===== config.mk =====
export PLATFORM = sky130hd
export DESIGN_NAME = rv_writeback
export DESIGN_NICKNAME = d
export VERILOG_FILES = /design/src/rtl/rv_writeback.sv
export SDC_FILE = /design/constraint.sdc
export NUM_CORES = 1
export LEC_CHECK = 0
export CAP_MARGIN = 20
export CORE_MARGIN = 2
export CORE_UTILIZATION = 46
export DETAILED_ROUTE_END_ITERATION = 8
export MAX_ROUTING_LAYER = met4
export PLACE_DENSITY = 0.92
export SYNTH_ARGS = -nofsm -noshare
export SYNTH_HDL_FRONTEND = slang
export SYNTH_SLANG_ARGS = --single-unit

===== constraint.sdc =====
create_clock -name clk_i -period 3.3 [get_ports clk_i]
set_input_delay 0.495 -clock clk_i [delete_from_list [all_inputs] [get_ports clk_i]]
set_output_delay 0.495 -clock clk_i [all_outputs]
set_load 0.02 [all_outputs]

===== src/rtl/rv_writeback.sv =====
// rv_writeback: final pipeline stage. Selects the result source, aligns and
// extends load data, holds the pipeline while a load/store is outstanding,
// drives the register-file write port and keeps a one-entry bypass register.
module rv_writeback #(
  parameter int unsigned LSU_TIMEOUT = 255
) (
  input  logic        clk_i,
  input  logic        rst_n_i,
  input  logic        w_stall_i,
  output logic        w_stall_req_o,
  input  logic        x_valid_i,
  input  logic [2:0]  x_fun_i,
  input  logic        x_load_i,
  input  logic        x_store_i,
  input  logic [4:0]  x_rd_i,
  input  logic        x_rd_write_i,
  input  logic [1:0]  x_rd_source_i,
  input  logic [31:0] x_rd_value_i,
  input  logic [31:0] x_rd_shifter_i,
  input  logic [31:0] x_rd_multiply_i,
  input  logic [31:0] x_dm_addr_i,
  input  logic [31:0] dm_data_l_i,
  input  logic        dm_load_done_i,
  input  logic        dm_store_done_i,
  output logic [4:0]  rf_rd_o,
  output logic [31:0] rf_rd_value_o,
  output logic        rf_rd_write_o,
  output logic [4:0]  byp_rd_o,
  output logic [31:0] byp_value_o,
  output logic        byp_valid_o,
  output logic        bus_error_o
);

  localparam int unsigned XLEN  = 32;
  localparam int unsigned RW    = 5;
  localparam bit          TO_EN = (LSU_TIMEOUT != 0);
  localparam int unsigned CNT_W = (LSU_TIMEOUT > 1) ? $clog2(LSU_TIMEOUT) : 1;
  localparam logic [CNT_W-1:0] CNT_LAST = CNT_W'(LSU_TIMEOUT - 1);

  typedef enum logic [1:0] {
    S_IDLE       = 2'd0,
    S_WAIT_LOAD  = 2'd1,
    S_WAIT_STORE = 2'd2
  } state_t;

  state_t            state;
  logic [CNT_W-1:0]  cnt;
  logic [RW-1:0]     cap_rd;
  logic [2:0]        cap_fun;
  logic [1:0]        cap_lane;
  logic              cap_wr;
  // done_q: the bundle still presented in W has already retired and must be
  // dropped rather than re-issued; pend_* carries a write deferred by w_stall_i.
  logic              done_q;
  logic              pend_wr;
  logic [RW-1:0]     pend_rd;
  logic [XLEN-1:0]   pend_val;
  logic              bus_error_q;
  logic [RW-1:0]     byp_rd_q;
  logic [XLEN-1:0]   byp_value_q;
  logic              byp_valid_q;

  logic              accept;
  logic              is_load;
  logic              is_store;
  logic              enter_load_wait;
  logic              enter_store_wait;
  logic              load_done_w;
  logic              store_done_w;
  logic              timeout;
  logic              wr_en;
  logic [RW-1:0]     wr_rd;
  logic [XLEN-1:0]   wr_val;
  logic [XLEN-1:0]   src_val;

  logic unused_addr_hi;
  assign unused_addr_hi = ^x_dm_addr_i[31:2];

  // Select and extend the addressed lane of a load word.
  function automatic logic [XLEN-1:0] load_align(input logic [2:0] fun,
                                                  input logic [1:0] lane,
                                                  input logic [XLEN-1:0] data);
    logic [7:0]  b;
    logic [15:0] h;
    logic [XLEN-1:0] r;
    case (lane)
      2'd0:    b = data[7:0];
      2'd1:    b = data[15:8];
      2'd2:    b = data[23:16];
      default: b = data[31:24];
    endcase
    h = lane[1] ? data[31:16] : data[15:0];
    case (fun)
      3'b000:  r = {{24{b[7]}}, b};
      3'b100:  r = {24'd0, b};
      3'b001:  r = {{16{h[15]}}, h};
      3'b101:  r = {16'd0, h};
      3'b010:  r = data;
      default: r = '0;
    endcase
    return r;
  endfunction

  // Issue/completion decode and combinational stall request.
  always_comb begin
    is_load          = x_load_i;
    is_store         = x_store_i & ~x_load_i;
    accept           = rst_n_i & x_valid_i & ~w_stall_i & (state == S_IDLE) & ~done_q;
    enter_load_wait  = accept & is_load & ~dm_load_done_i;
    enter_store_wait = accept & is_store & ~dm_store_done_i;
    load_done_w      = (state == S_WAIT_LOAD) & dm_load_done_i;
    store_done_w     = (state == S_WAIT_STORE) & dm_store_done_i;
    timeout          = TO_EN & (state != S_IDLE) & ~load_done_w & ~store_done_w &
                       (cnt >= CNT_LAST);
    w_stall_req_o    = (state != S_IDLE) | enter_load_wait | enter_store_wait;
    case (x_rd_source_i)
      2'b01:   src_val = x_rd_shifter_i;
      2'b10:   src_val = x_rd_multiply_i;
      default: src_val = x_rd_value_i;
    endcase
  end

  // Register-file write port: deferred write, wait-state load, or direct retire.
  always_comb begin
    wr_en  = 1'b0;
    wr_rd  = '0;
    wr_val = '0;
    if (state == S_IDLE && done_q) begin
      if (!w_stall_i && pend_wr) begin
        wr_en  = 1'b1;
        wr_rd  = pend_rd;
        wr_val = pend_val;
      end
    end else if (load_done_w && !w_stall_i) begin
      wr_en  = cap_wr & (cap_rd != '0);
      wr_rd  = cap_rd;
      wr_val = load_align(cap_fun, cap_lane, dm_data_l_i);
    end else if (accept && is_load && dm_load_done_i) begin
      wr_en  = x_rd_write_i & (x_rd_i != '0);
      wr_rd  = x_rd_i;
      wr_val = load_align(x_fun_i, x_dm_addr_i[1:0], dm_data_l_i);
    end else if (accept && !is_load && !is_store) begin
      wr_en  = x_rd_write_i & (x_rd_i != '0);
      wr_rd  = x_rd_i;
      wr_val = src_val;
    end
    rf_rd_write_o = wr_en;
    rf_rd_o       = wr_en ? wr_rd : '0;
    rf_rd_value_o = wr_en ? wr_val : '0;
  end

  // FSM, capture/pending registers, timeout counter and bypass register.
  always_ff @(posedge clk_i or negedge rst_n_i) begin
    if (!rst_n_i) begin
      state       <= S_IDLE;
      cnt         <= '0;
      cap_rd      <= '0;
      cap_fun     <= '0;
      cap_lane    <= '0;
      cap_wr      <= 1'b0;
      done_q      <= 1'b0;
      pend_wr     <= 1'b0;
      pend_rd     <= '0;
      pend_val    <= '0;
      bus_error_q <= 1'b0;
      byp_rd_q    <= '0;
      byp_value_q <= '0;
      byp_valid_q <= 1'b0;
    end else begin
      bus_error_q <= timeout;
      if (wr_en) begin
        byp_rd_q    <= wr_rd;
        byp_value_q <= wr_val;
        byp_valid_q <= 1'b1;
      end
      case (state)
        S_IDLE: begin
          if (done_q) begin
            if (!w_stall_i) begin
              done_q  <= 1'b0;
              pend_wr <= 1'b0;
            end
          end else if (enter_load_wait || enter_store_wait) begin
            state    <= enter_load_wait ? S_WAIT_LOAD : S_WAIT_STORE;
            cap_rd   <= x_rd_i;
            cap_fun  <= x_fun_i;
            cap_lane <= x_dm_addr_i[1:0];
            cap_wr   <= x_rd_write_i;
            cnt      <= CNT_W'(1);
          end
        end
        S_WAIT_LOAD, S_WAIT_STORE: begin
          if (load_done_w || store_done_w) begin
            state    <= S_IDLE;
            cnt      <= '0;
            done_q   <= 1'b1;
            pend_wr  <= load_done_w & w_stall_i & cap_wr & (cap_rd != '0);
            pend_rd  <= cap_rd;
            pend_val <= load_align(cap_fun, cap_lane, dm_data_l_i);
          end else if (timeout) begin
            state   <= S_IDLE;
            cnt     <= '0;
            done_q  <= 1'b1;
            pend_wr <= 1'b0;
          end else if (TO_EN) begin
            cnt <= cnt + CNT_W'(1);
          end
        end
        default: state <= S_IDLE;
      endcase
    end
  end

  assign byp_rd_o    = byp_rd_q;
  assign byp_value_o = byp_value_q;
  assign byp_valid_o = byp_valid_q;
  assign bus_error_o = bus_error_q;

endmodule


# Word-level counts from Yosys, hierarchy flattened
# Cells that the tools add are included.
dict set report totals {
  register_bits 99
  in_bits 179
}
dict set report op_classes {
  addsub 1
  bitwise 28
  n_reduce_logical 28
  order_cmp 1
  n_eq_ne 21
  n_mux 45
}
# op count
set op_table {}
lappend op_table {{32-bit case mux with 5 select lines} 2}
lappend op_table {{32-bit 2-to-1 mux} 6}
lappend op_table {{32-bit case mux with 2 select lines} 1}
lappend op_table {{8-bit case mux with 3 select lines} 2}
lappend op_table {{16-bit 2-to-1 mux} 2}
lappend op_table {{8-bit 2-to-1 mux} 4}
lappend op_table {{5-bit 2-to-1 mux} 6}
lappend op_table {{1-bit bitwise AND} 19}
lappend op_table {{8-bit case mux with 2 select lines} 1}
lappend op_table {{1-bit 2-to-1 mux} 13}
lappend op_table {{3-bit == test (second input constant)} 4}
lappend op_table {{2-bit 2-to-1 mux} 5}
lappend op_table {{5-bit nonzero test} 2}
lappend op_table {{3-bit AND reduction} 3}
lappend op_table {{8-bit by 1-bit adder with 8-bit output (second input constant)} 1}
lappend op_table {{2-bit by 1-bit == test with 1-bit output (second input constant)} 4}
lappend op_table {{2-bit == test (second input constant)} 4}
lappend op_table {{8-bit greater-or-equal comparator (second input constant)} 1}
lappend op_table {{1-bit logical AND} 7}
lappend op_table {{1-bit NOT} 7}
lappend op_table {{3-bit by 1-bit == test with 1-bit output (second input constant)} 2}
lappend op_table {{3-bit by 2-bit == test with 1-bit output (second input constant)} 2}
lappend op_table {{2-bit zero test} 3}
lappend op_table {{3-bit zero test} 2}
lappend op_table {{other kinds (12)} 21}

# Longest topological paths before layout
dict set report logic_depth {
  depth_word 11
  depth_mapped 11
  mapped_depth_nobuf 8
}

# Worst setup path after synthesis
# Ideal clock, no wire load.
dict set report synth_timing {
  path_kind {reg2out}
  startpoint {reg state[0]}
  endpoint {out rf_rd_value_o[16]}
  path_slack_ns 0.467
  path_stages_with_launch 10
  t_arrival_ns 2.338
  required_ns 2.805
  cell_sequence {dfrtp_1 > inv_1 > ha_1 > nand4b_2 > and4b_1 > buf_4 > nand2b_1 > buf_2 > o221a_2 > o31ai_1}
}
dict set report synth_between {
  elab_chain_cells 10
  elab_cells_between_ends 20
  classes_between {eq/ne: 1; mux: 9; bitwise: 3; reduce/logical: 7}
}
# element line
set synth_lines {}
lappend synth_lines {{from (decl)} 46} ;# state_t state;
lappend synth_lines {{from (signal assigned)} 184} ;# state <= enter_load_wait ? S_WAIT_LOAD : S_WAIT_STORE;
lappend synth_lines {{2-bit zero test} {108, 128}}
lappend synth_lines {{1-bit bitwise AND (2 in a row)} 108} ;# accept = rst_n_i & x_valid_i & ~w_stall_i & (state == S_IDLE) & ~done_q;
lappend synth_lines {{1-bit logical AND (2 in a row)} 142} ;# end else if (accept && !is_load && !is_store) begin
lappend synth_lines {{32-bit 2-to-1 mux / 1-bit 2-to-1 mux (equally long branches)} 142}
lappend synth_lines {{32-bit 2-to-1 mux / 1-bit 2-to-1 mux (equally long branches)} 138} ;# end else if (accept && is_load && dm_load_done_i) begin
lappend synth_lines {{32-bit 2-to-1 mux / 1-bit 2-to-1 mux (equally long branches)} 134} ;# end else if (load_done_w && !w_stall_i) begin
lappend synth_lines {{32-bit 2-to-1 mux / 1-bit 2-to-1 mux (equally long branches)} 128} ;# if (state == S_IDLE && done_q) begin
lappend synth_lines {{32-bit 2-to-1 mux *} 149} ;# rf_rd_value_o = wr_en ? wr_val : '0;
lappend synth_lines {{to (decl)} 26} ;# output logic [31:0] rf_rd_value_o,
# Mark *: on every way between the ends. The rest lies on a longest branch, timed or not.

# Worst setup path after layout
dict set report layout_timing {
  startpoint {in x_fun_i[2]}
  endpoint {out rf_rd_value_o[12]}
}
dict set report layout_between {
  elab_chain_cells 6
  elab_cells_between_ends 10
  classes_between {eq/ne: 4; mux: 5; reduce/logical: 1}
}
# element line
set layout_lines {}
lappend layout_lines {{from (decl)} 12} ;# input logic [2:0] x_fun_i,
lappend layout_lines {{3-bit by 2-bit == test with 1-bit output, or another cell as far along} 93} ;# case (fun)
lappend layout_lines {{32-bit case mux with 5 select lines *} 93}
lappend layout_lines {{32-bit 2-to-1 mux *} 138}
lappend layout_lines {{32-bit 2-to-1 mux *} 134}
lappend layout_lines {{32-bit 2-to-1 mux *} 128}
lappend layout_lines {{32-bit 2-to-1 mux *} 149}
# Marks and branches as above.

==> metrics <==
DIE WIDTH=128.8 um; Final Hold Fails=0; post-route setup slack=35.59 ps; Syn Area/Cell=8.595 sq um; final cell count without fillers=1331; Num CTS Buffers=9; synth warn=0; Die Area=16600 sq um; Max Buffers Root-to-Sink=2; power per cell area=475.0 nW/um^2; Wirelength per Cell=21.99 um; Adder-Cell Fraction of Synth Area=1.222%; Clock Sinks=99; Syn Nets=1020; Syn-to-layout area delta=50.85%; Max VDD drop=0.0004311 V; kind of critical path=input pin to output pin; initial DRC count=1099; largest net degree at the start of global routing=56; Synth cell types=65; Vias=8506; fmax=306.3 MHz; relative slew slack=46.11%; Worst Tran Pin Value=808.4 ps; clk root buf=clkbuf_16; clk_skew=15.25 ps; layout cell share with drive strength beyond 1=22.26%; unrepaired setup endpoints after global routing=true; CTS tree=yes; worst setup path startpoint=x_fun_i[2]; commonest non-fill, non-tap cell in the layout=clkdlybuf4s50_1; initial core utilization=47.15%; worst r2r dst=cnt[6]; drt first pass iters=6; core area=15200 sq um; Routed Antenna Nets=0; Post-synth ARST share=100.0%; crit start category=input pin; Port-buffer cells=226; Post-DP HPWL=21.56 mm; crit path DAT=2770 ps; Simple-Gate Fraction of Synth Area=14.99%; post-synthesis compound-gate area fraction=36.59%; Seq cells post-synth=99; Max Cap Violations=0; Slew Limit Fails=0; Reg clk slew, reported paths=80 ps; EDFF count, synth=0; leakage=4.984 nW; final setup vio count=0; Placed Cells incl. Taps=1308; commonest non-fill, non-tap cells in the layout=clkdlybuf4s50_1 (181), buf_4 (129), nand2_1 (118); Rows=45; Worst R2R Setup Slack=830 ps; critical path peak fanout=15; gp weighted congestion=1.012; post-synthesis mux area share=7.034%; crit end category=output pin; CP required=2800 ps; I/O pin count=257; GRT Total Usage=35.83%; DRC=0; GRT overflow=0; Nets=1322; reg2reg path depth=10; Cells after Synth=834; vias in the first global route=8133; R2R Path Start=state[0]; first-pass GRT wire length=44.66 mm; Placement Setup Slack=-403.9 ps; Synth Area in XOR/XNOR=0%; Hold Crit Class=input pin to async pin; sequential area share after synthesis=34.56%; Main synth FF type=dfrtp_1; initial antenna violation count=2; WL final=29.27 mm; htree depth=3; die height=128.8 um; worst skew pair latency=360 ps; status=finished, final reports clean; routed vias/inst=6.391; minimum clock period=3264 ps; period utilization=98.92%; largest family of logic cells by synthesized area=compound AO/OA/AOI/OAI gates; Post-Syn Area=7168 sq um
==> worst max-delay path by stage <==
stage / end / slack [ps] / cells past startpoint
floorplan: rf_rd_value_o[16] / 470 / 9
global placement: rf_rd_value_o[5] / -390 / 11
detailed placement: rf_rd_value_o[17] / -400 / 9
CTS: rf_rd_value_o[27] / 0.07 / 9
global route: rf_rd_value_o[12] / -70 / 10
finish: rf_rd_value_o[12] / 40 / 9
==> critical path: stages <==
cell and delay [ps]:
clkdlybuf4s50_1 520, buf_6 180, nor3b_2 70, buf_4 180
o21ai_0 190, o211ai_1 130, a221o_1 410, a32o_1 290
clkdlybuf4s15_1 290
==> registers in the layout, summed over array words and instances (netlist names) <==
name,flops
byp_value_o,32
pend_val,32
cnt,8
byp_rd_o,5
cap_rd,5
pend_rd,5
cap_fun,3
cap_lane,2
state,2
bus_error_o,1
byp_valid_o,1
cap_wr,1
done_q,1
pend_wr,1
==> synthesized netlist by cell type (3+ instances only) <==
cell type,count,area share [%]
nor2_1,49,2.6
nand4_1,3,0.26
dfrtp_1,99,35
a21o_1,53,5.6
nor3_1,7,0.49
o31ai_1,11,1.2
o31ai_2,11,1.9
inv_1,16,0.84
nand3b_1,4,0.42
a221oi_1,4,0.49
o21ai_0,52,3.6
nor2b_1,7,0.61
o221a_2,6,0.94
o21ai_1,4,0.28
buf_4,6,0.63
a31oi_1,11,0.96
and3_1,3,0.26
nor3b_1,3,0.31
nand2_1,118,6.2
ha_1,7,1.2
or4_1,3,0.31
o211ai_1,15,1.6
mux2i_1,20,2.8
a32o_1,12,1.7
a221o_1,12,1.7
buf_2,21,1.5
o221a_1,10,1.6
nand2b_1,9,0.79
mux4_2,4,1.3
a22oi_1,46,4.8
nand3_1,10,0.70
mux2_2,19,3.0
clkbuf_1,43,2.3
a211oi_1,18,1.9
a21oi_1,77,5.4
a32oi_1,3,0.37
==> final cells by class <==
type / instances / area [sq um]
fill: 1156 / 4389
antenna: 2 / 5.005
clock buffer: 10 / 229.0
sequential: 99 / 2477
tap: 188 / 235.2
timing repair buffer: 365 / 3313
multi-input combinational: 645 / 4433
clock inverter: 6 / 60.06
inverter: 16 / 60.06
==> power by group <==
part / leakage (nW) / switching (W) / internal (W)
Combinational: 3.52 / 0.00129 / 0.00105
Sequential: 1.32 / 0.000252 / 0.00150
Clock: 0.140 / 0.000526 / 0.000529
Total: 4.98 / 0.00206 / 0.00307
==> cells by family (layout without fill, tap and decap cells) <==
kind of cell               count (synthesis)  count (layout)
other                                      0               2
and+or+nand+nor                          232             232
DFF                                       99              99
AOI/OAI and AO/OA                        363             363
adders and majority gates                  7               7
muxes                                     43              43
buffers and inverters                     90             397
==> metrics by stage <==
step                      TNS (ps)  total power [W]  hold slack [ps]  util [%]  cell area (sq um)
after floorplan                  0         0.003048            199.4         -               7168
after global placement       -9898         0.003890            447.5     68.49              10410
after detailed placement    -11050         0.003973            455.3     68.49              10410
after CTS                        0         0.005037            322.7     70.69              10750
after global routing        -151.4         0.005403            341.2     71.13              10810
final                            0         0.005136            305.7     71.13              10810
==> what timing repair did <==
item	4_1_cts	5_1_grt
endpoints found under the hold margin	0	0
pin swaps	4	4
hold buffers	0	0
gates cloned	0	1
endpoints found under the setup margin	38	36
setup buffers	2	2
resized for setup	101	60
==> layer usage <==
metal  share of wire [%]  wire [um]  track usage (%)
met5                   0          0                -
met4                 3.4        996            13.17
met3                  10       2957            7.318
met2                  47      13740            55.90
met1                  40      11570            46.23
(Power assumes the default switching activity.)
